$ cat src/rtl/tdc_run_ctrl.sv
// ---------------------------------------------------------------------------
// tdc_run_ctrl
//
// Run sequencer for the TDC acquisition chain. A start command arms the TDC
// and opens the FIFO write gate. The run ends on a hit-count target, a
// timeout, FIFO full or abort. A short guard window then catches late hits.
// After that the FIFO is drained into framed UART bytes
// (A5, data bytes LSB first, XOR checksum), and a trailer closes the run
// (5A, stop reason, hit count low byte, hit count high byte).
//
// Ports
//   iClk, iRst_n        : clock, asynchronous active-low reset
//   start, abort        : one-cycle command pulses
//   nHits, timeout      : run limits, latched on an accepted start (0 = none)
//   tdc_enable          : TDC arm, high only while acquiring
//   tdc_done            : TDC measurement-complete pulse
//   fifo_wen            : FIFO write enable (combinational from tdc_done)
//   fifo_full/empty     : FIFO status flags
//   fifo_ren, fifo_dout : FIFO read pulse and data (valid one cycle later)
//   tx_byte, tx_valid   : byte stream towards the UART
//   tx_ready            : UART accepts the byte when high
//   busy, run_done      : not-idle flag, end-of-run pulse
//   hit_count           : hits written in the current or last run
//   stop_reason         : 0 COUNT, 1 TIMEOUT, 2 FULL, 3 ABORT
//   overflow            : sticky flag, a hit was dropped on a full FIFO
// ---------------------------------------------------------------------------
module tdc_run_ctrl #(
    parameter int NB_DATA   = 32,
    parameter int N_HITS_W  = 16,
    parameter int TIMEOUT_W = 24
) (
    input  logic                 iClk,
    input  logic                 iRst_n,
    input  logic                 start,
    input  logic                 abort,
    input  logic [N_HITS_W-1:0]  nHits,
    input  logic [TIMEOUT_W-1:0] timeout,
    output logic                 tdc_enable,
    input  logic                 tdc_done,
    output logic                 fifo_wen,
    input  logic                 fifo_full,
    input  logic                 fifo_empty,
    output logic                 fifo_ren,
    input  logic [NB_DATA-1:0]   fifo_dout,
    output logic [7:0]           tx_byte,
    output logic                 tx_valid,
    input  logic                 tx_ready,
    output logic                 busy,
    output logic                 run_done,
    output logic [N_HITS_W-1:0]  hit_count,
    output logic [1:0]           stop_reason,
    output logic                 overflow
);

    localparam int         NBYTES   = NB_DATA / 8;
    // Byte index of the checksum inside a data frame (0 is the A5 header)
    localparam logic [7:0] CSUM_IDX = 8'(NBYTES + 1);

    localparam logic [1:0] REASON_COUNT   = 2'd0;
    localparam logic [1:0] REASON_TIMEOUT = 2'd1;
    localparam logic [1:0] REASON_FULL    = 2'd2;
    localparam logic [1:0] REASON_ABORT   = 2'd3;

    typedef enum logic [3:0] {
        S_IDLE,
        S_ACQ,
        S_GUARD,
        S_CHK,
        S_RD,
        S_LATCH,
        S_SEND,
        S_TRAIL,
        S_DONE
    } state_t;

    state_t                state;
    state_t                state_next;

    logic [N_HITS_W-1:0]   nhits_lat;
    logic [TIMEOUT_W-1:0]  timeout_lat;
    logic [TIMEOUT_W-1:0]  timer;
    logic [TIMEOUT_W-1:0]  timer_inc;
    logic [N_HITS_W-1:0]   hit_inc;
    logic [15:0]           hit_count16;
    logic                  guard_cnt;
    logic [7:0]            byte_idx;
    logic [NB_DATA-1:0]    shift_reg;
    logic [7:0]            checksum;

    logic                  capture;
    logic                  stop_count;
    logic                  stop_timeout;
    logic                  acq_stop;
    logic [1:0]            acq_reason;
    logic                  kill;
    logic                  tx_accept;

    // Hits are accepted both while acquiring and during the guard window,
    // so pulses already in flight when the TDC is disarmed are not lost.
    assign capture      = (state == S_ACQ) || (state == S_GUARD);
    assign fifo_wen     = capture && tdc_done && !fifo_full;
    assign hit_inc      = hit_count + N_HITS_W'(1);
    assign timer_inc    = timer + TIMEOUT_W'(1);
    // The write being made this cycle is the one that completes the target
    assign stop_count   = (nhits_lat != '0) && fifo_wen && (hit_inc == nhits_lat);
    assign stop_timeout = (timeout_lat != '0) && (timer_inc == timeout_lat);
    // DONE already pulses run_done, so an abort there changes nothing
    assign kill         = abort && (state != S_IDLE) && (state != S_DONE);
    assign tx_accept    = tx_valid && tx_ready;
    assign busy         = (state != S_IDLE);
    assign hit_count16  = 16'(hit_count);

    // State register of the run sequencer.
    always_ff @(posedge iClk or negedge iRst_n) begin
        if (!iRst_n) begin
            state <= S_IDLE;
        end else begin
            state <= state_next;
        end
    end

    // Next-state and output decode. Stop causes are ranked COUNT, TIMEOUT,
    // FULL inside ACQ; abort overrides everything in any active state.
    always_comb begin
        state_next = state;
        tdc_enable = 1'b0;
        fifo_ren   = 1'b0;
        tx_valid   = 1'b0;
        tx_byte    = 8'h00;
        run_done   = 1'b0;
        acq_stop   = stop_count || stop_timeout || fifo_full;
        acq_reason = REASON_FULL;
        if (stop_count) begin
            acq_reason = REASON_COUNT;
        end else if (stop_timeout) begin
            acq_reason = REASON_TIMEOUT;
        end

        case (state)
            S_IDLE: begin
                if (start) state_next = S_ACQ;
            end
            S_ACQ: begin
                tdc_enable = 1'b1;
                if (acq_stop) state_next = S_GUARD;
            end
            S_GUARD: begin
                if (guard_cnt) state_next = S_CHK;
            end
            S_CHK: begin
                state_next = fifo_empty ? S_TRAIL : S_RD;
            end
            S_RD: begin
                fifo_ren   = 1'b1;
                state_next = S_LATCH;
            end
            S_LATCH: begin
                state_next = S_SEND;
            end
            S_SEND: begin
                tx_valid = 1'b1;
                if (byte_idx == 8'd0) begin
                    tx_byte = 8'hA5;
                end else if (byte_idx == CSUM_IDX) begin
                    tx_byte = checksum;
                end else begin
                    tx_byte = shift_reg[7:0];
                end
                if (tx_accept && (byte_idx == CSUM_IDX)) state_next = S_CHK;
            end
            S_TRAIL: begin
                tx_valid = 1'b1;
                case (byte_idx)
                    8'd0:    tx_byte = 8'h5A;
                    8'd1:    tx_byte = {6'b0, stop_reason};
                    8'd2:    tx_byte = hit_count16[7:0];
                    default: tx_byte = hit_count16[15:8];
                endcase
                if (tx_accept && (byte_idx == 8'd3)) state_next = S_DONE;
            end
            S_DONE: begin
                run_done   = 1'b1;
                state_next = S_IDLE;
            end
            default: begin
                state_next = S_IDLE;
            end
        endcase

        if (kill) state_next = S_DONE;
    end

    // Run datapath: latched limits, timer, hit bookkeeping, guard counter and
    // the frame serializer. Data bytes leave the shift register LSB first and
    // are folded into the checksum as each one is accepted.
    always_ff @(posedge iClk or negedge iRst_n) begin
        if (!iRst_n) begin
            nhits_lat   <= '0;
            timeout_lat <= '0;
            timer       <= '0;
            hit_count   <= '0;
            stop_reason <= REASON_COUNT;
            overflow    <= 1'b0;
            guard_cnt   <= 1'b0;
            byte_idx    <= 8'd0;
            shift_reg   <= '0;
            checksum    <= 8'h00;
        end else begin
            case (state)
                S_IDLE: begin
                    if (start) begin
                        nhits_lat   <= nHits;
                        timeout_lat <= timeout;
                        timer       <= '0;
                        hit_count   <= '0;
                        overflow    <= 1'b0;
                        stop_reason <= REASON_COUNT;
                    end
                end
                S_ACQ: begin
                    timer     <= timer_inc;
                    guard_cnt <= 1'b0;
                    if (acq_stop) stop_reason <= acq_reason;
                end
                S_GUARD: begin
                    guard_cnt <= 1'b1;
                end
                S_CHK: begin
                    byte_idx <= 8'd0;
                end
                S_LATCH: begin
                    shift_reg <= fifo_dout;
                    checksum  <= 8'h00;
                end
                S_SEND: begin
                    if (tx_accept) begin
                        if ((byte_idx != 8'd0) && (byte_idx != CSUM_IDX)) begin
                            shift_reg <= shift_reg >> 8;
                            checksum  <= checksum ^ shift_reg[7:0];
                        end
                        byte_idx <= (byte_idx == CSUM_IDX) ? 8'd0 : byte_idx + 8'd1;
                    end
                end
                S_TRAIL: begin
                    if (tx_accept) byte_idx <= byte_idx + 8'd1;
                end
                default: begin
                end
            endcase

            // Saturating hit counter; a dropped hit marks the run as lossy
            if (fifo_wen && !(&hit_count)) hit_count <= hit_inc;
            if (capture && tdc_done && fifo_full) overflow <= 1'b1;
            if (kill) stop_reason <= REASON_ABORT;
        end
    end

endmodule
$ cat config.mk
export PLATFORM = sky130hd
export DESIGN_NAME = tdc_run_ctrl
export DESIGN_NICKNAME = d
export VERILOG_FILES = /design/src/rtl/tdc_run_ctrl.sv
export SDC_FILE = /design/constraint.sdc
export NUM_CORES = 1
export LEC_CHECK = 0
export ABC_AREA = 1
export BUFFER_PORTS_ARGS = -buffer_cell sky130_fd_sc_hd__buf_2
export CELL_PAD_IN_SITES_DETAIL_PLACEMENT = 2
export CELL_PAD_IN_SITES_GLOBAL_PLACEMENT = 2
export CORE_MARGIN = 10
export CORE_UTILIZATION = 33
export CTS_CLUSTER_DIAMETER = 30
export CTS_CLUSTER_SIZE = 28
export DETAILED_ROUTE_END_ITERATION = 8
export PLACE_DENSITY = 0.82
export SLEW_MARGIN = 0
export SYNTH_ARGS = -nofsm -noshare
export SYNTH_HDL_FRONTEND = slang
export SYNTH_SLANG_ARGS = --single-unit
$ cat constraint.sdc
create_clock -name iClk -period 2.7 [get_ports iClk]
set_input_delay 0.135 -clock iClk [delete_from_list [all_inputs] [get_ports iClk]]
set_output_delay 0.135 -clock iClk [all_outputs]
set_load 0.1 [all_outputs]
==> flow_summary.json <==
{
  "multi_input_area_um2": 4220,
  "remaining_drc_errors": 0,
  "period_needed_ns": 2.60,
  "power_switching_mw": 4.85,
  "largest_reg_flops": 32,
  "crit_fanout": 8,
  "fin_crit_sh_pct": 96.2,
  "root_buffer": "clkbuf_16",
  "pwr-share-seq_pct": 33.5,
  "grt_max_degree": 58,
  "cts_tree": "done",
  "grt_pass1_wl_um": 55300,
  "cts_setup_buffers": 0,
  "internal_power_mw": 5.19,
  "synth_area_per_cell_um2": 7.09,
  "share_comb_of_total_power_pct": 43.3,
  "core_um2": 24300,
  "cts_buffers": 17,
  "yosysSeqAreaShare_pct": 41.6,
  "via_per_inst": 5.22,
  "cts.path.max_buffers": 2,
  "nets": 1425,
  "seqCellArea_um2": 3410,
  "end_kind": "output port",
  "synth-seq-cells": 136,
  "syn-cell-area_um2": 8170,
  "die_y_um": 177,
  "gr-total-overflow": 0,
  "h-tree-depth": 4,
  "path_clk_slew_ns": 0.07,
  "fp-row-count": 57,
  "drt-initial-drc-count": 522,
  "worstMarginPinSlew_ns": 0.627,
  "hold_violations": 0,
  "cts_sinks": 136,
  "ant_nets": 0,
  "hold_ws_ns": 0.00932,
  "synth_fp_nets": 1239,
  "slew_violations": 0,
  "power_density_nw_per_um2": 949,
  "layout-drive-gt1-share_pct": 16.0,
  "dpl.hpwl_um": 22800,
  "critPathArrivalTime_ns": 2.46,
  "syn_inst": 1153,
  "syn_to_final_growth_pct": 29.3,
  "worstSetupPathType": "reg2out",
  "grt_pass1_vias": 9879,
  "avgRoutedWirePerCell_um": 20.7,
  "die_w_um": 177,
  "slew_headroom_pct": 58.1,
  "dr_total_vias": 8749,
  "dieArea_um2": 31500,
  "ys_types": 42,
  "start_util_pct": 33.6,
  "yosys_warnings": 0,
  "grt_use_total_pct": 22.0,
  "setup_viol": 0,
  "ios": 113,
  "drt_first_pass_iters": 4,
  "fin_ws_ns": 0.104,
  "nFillCells": 2788,
  "drt_wl_total_um": 34700,
  "hold_class": "in2reg",
  "gp_congestion": 0.824,
  "pre_cts_ws_ns": 0.148,
  "cp_data_required_time_ns": 2.57,
  "startpoint_type": "register",
  "leakagePower_nw": 5.01,
  "p_total_mw": 10.0,
  "clk_latency_ns": 0.45,
  "antenna_found_initial": 1,
  "max_freq_mhz": 385,
  "status": "complete, no violations",
  "swShare_pct": 48.3,
  "utilization_pct": 43.5,
  "pwr-share-clk_pct": 23.2,
  "peakVddDrop_v": 0.000427,
  "place.port_buffers": 112,
  "fin_skew_ns": 0.0116,
  "cap_violations": 0
}
==> Yosys cell counts <==
library cell  number  area (um^2)
nand2_1          387         1450
a21oi_4            1         16.3
and3_1             1         6.26
nand3_1           86          430
nor3b_1            1         7.51
nand2_2            8         50.1
nor2_8             3         60.1
o21ai_1            5         25.0
buf_2              2         10.0
nand2_4            3         33.8
a31oi_1            4         25.0
nor3_1             8         40.0
clkbuf_1          22         82.6
buf_4              1         7.51
xnor3_1            1         22.5
dfrtp_1          136         3400
clkbuf_2           2         10.0
nand3b_1          15          113
o22ai_1           30          188
nor2_4             7         78.8
buf_6              1         11.3
o2111ai_1          1         8.76
nor2_2             9         56.3
nor4_2             1         12.5
a21oi_1           12         60.1
o21ai_0           92          460
a32o_1             6         60.1
inv_1            134          503
clkinv_1           2         7.51
o21ai_2            1         8.76
o211ai_1          21          158
o221ai_1           3         26.3
nor2_1           106          398
xnor2_1            6         52.6
xor2_1             3         26.3
o31ai_1            4         30.0
xnor3_2            1         23.8
nand3_4            1         17.5
inv_2              4         15.0
and2_1             2         12.5
ha_1               6         75.1
nand4_1           14         87.6
==> worst paths after layout <==
path,from,to,slack [ns],cells past startpoint
worst min register to register,shift_reg[16],shift_reg[16],0.54,2
worst max-delay path,byte_idx[6],tx_byte[4],0.10,9
min in group asynchronous,iRst_n,timeout_lat[0],0.26,2
worst max register to register,timer[0],stop_reason[0],0.19,16
worst min-delay path,fifo_dout[17],shift_reg[17],0.009,3
max in group asynchronous,iRst_n,hit_count[0],1.76,3
==> placed cells by master (no fill, tap or decap), types with 6 or more instances in the layout <==
cell type	count
a21oi_1	12
a32o_1	6
buf_2	104
buf_4	11
buf_6	6
clkbuf_16	17
dfrtp_1	132
dlygate4sd3_1	68
inv_1	133
inv_6	7
nand2_1	386
nand2_2	8
nand3_1	84
nand3b_1	15
nand4_1	14
nor2_1	100
nor2_2	9
nor2_4	14
nor3_1	8
o211ai_1	21
o21ai_0	90
o21ai_1	6
o22ai_1	29
xnor2_1	6
==> power groups by stage <==
stage	logic (mW)	clock network, mW	registers [mW]
global route	4.82	2.43	3.45
floorplan	2.64	0	3.40
CTS	4.25	2.36	3.34
finish	4.34	2.33	3.36
global placement	3.88	0	3.32
detailed placement	4.05	0	3.35
==> cell type report <==
class / instances / share of cell area, %
diodes: 1 / 0.0237
clock buffers: 17 / 4.03
clock inverters: 15 / 1.24
inverters: 140 / 5.00
multi-input cells: 850 / 39.9
flip-flops and latches: 136 / 32.2
well taps: 324 / 3.84
repair buffers: 194 / 13.7
==> routing by layer <==
| layer | track usage, % | routed length (um) | vias up |
|---|---|---|---|
| met1 | 26.8 | 15200 | 4416 |
| li1 | - | - | 4126 |
| met3 | 4.04 | 1490 | 36 |
| met5 | 0 | 0 | - |
| met4 | 5.97 | 592 | 0 |
| met2 | 39.0 | 17400 | 171 |
==> critical path, stage by stage (launching register included) <==
cell and delay [ns]:
dfrtp_1 0.42, nor2_1 0.18, nand3_2 0.14, inv_1 0.13
nand3_1 0.18, inv_4 0.17, nor2_4 0.07, o21ai_0 0.36
o22ai_2 0.16, buf_12 0.20
==> stage by stage <==
| stage | instance area [um^2] | cells | setup TNS, ns |
|---|---|---|---|
| global route | 10600 | 1676 | -0.372 |
| finish | 10600 | 1677 | 0 |
| floorplan | 8190 | 1153 | -0.0132 |
| CTS | 10500 | 1675 | -0.00318 |
| global placement | 9210 | 1575 | 0 |
| detailed placement | 9210 | 1575 | 0 |
==> kinds of logic (layout without fill, tap and decap cells) <==
logic type      count (synthesis)  after routing  share of synthesized area, %
compound gates                180            180                          13.0
xor+xnor                       11             11                          1.53
buf+inv                       168            366                          7.91
simple gates                  652            653                          35.0
flops                         136            136                          41.6
fa+ha+maj                       6              6                         0.919
other cells                     0              1                             0
==> what timing repair did <==
item | in CTS | in global routing
pin swaps | 0 | 1
hold buffers | 68 | 0
setup endpoints to repair | 8 | 13
cloned | 0 | 1
gates resized for setup | 9 | 24
endpoints found under the hold margin | 122 | 0
No activity file was read; power rests on OpenSTA's default activity.
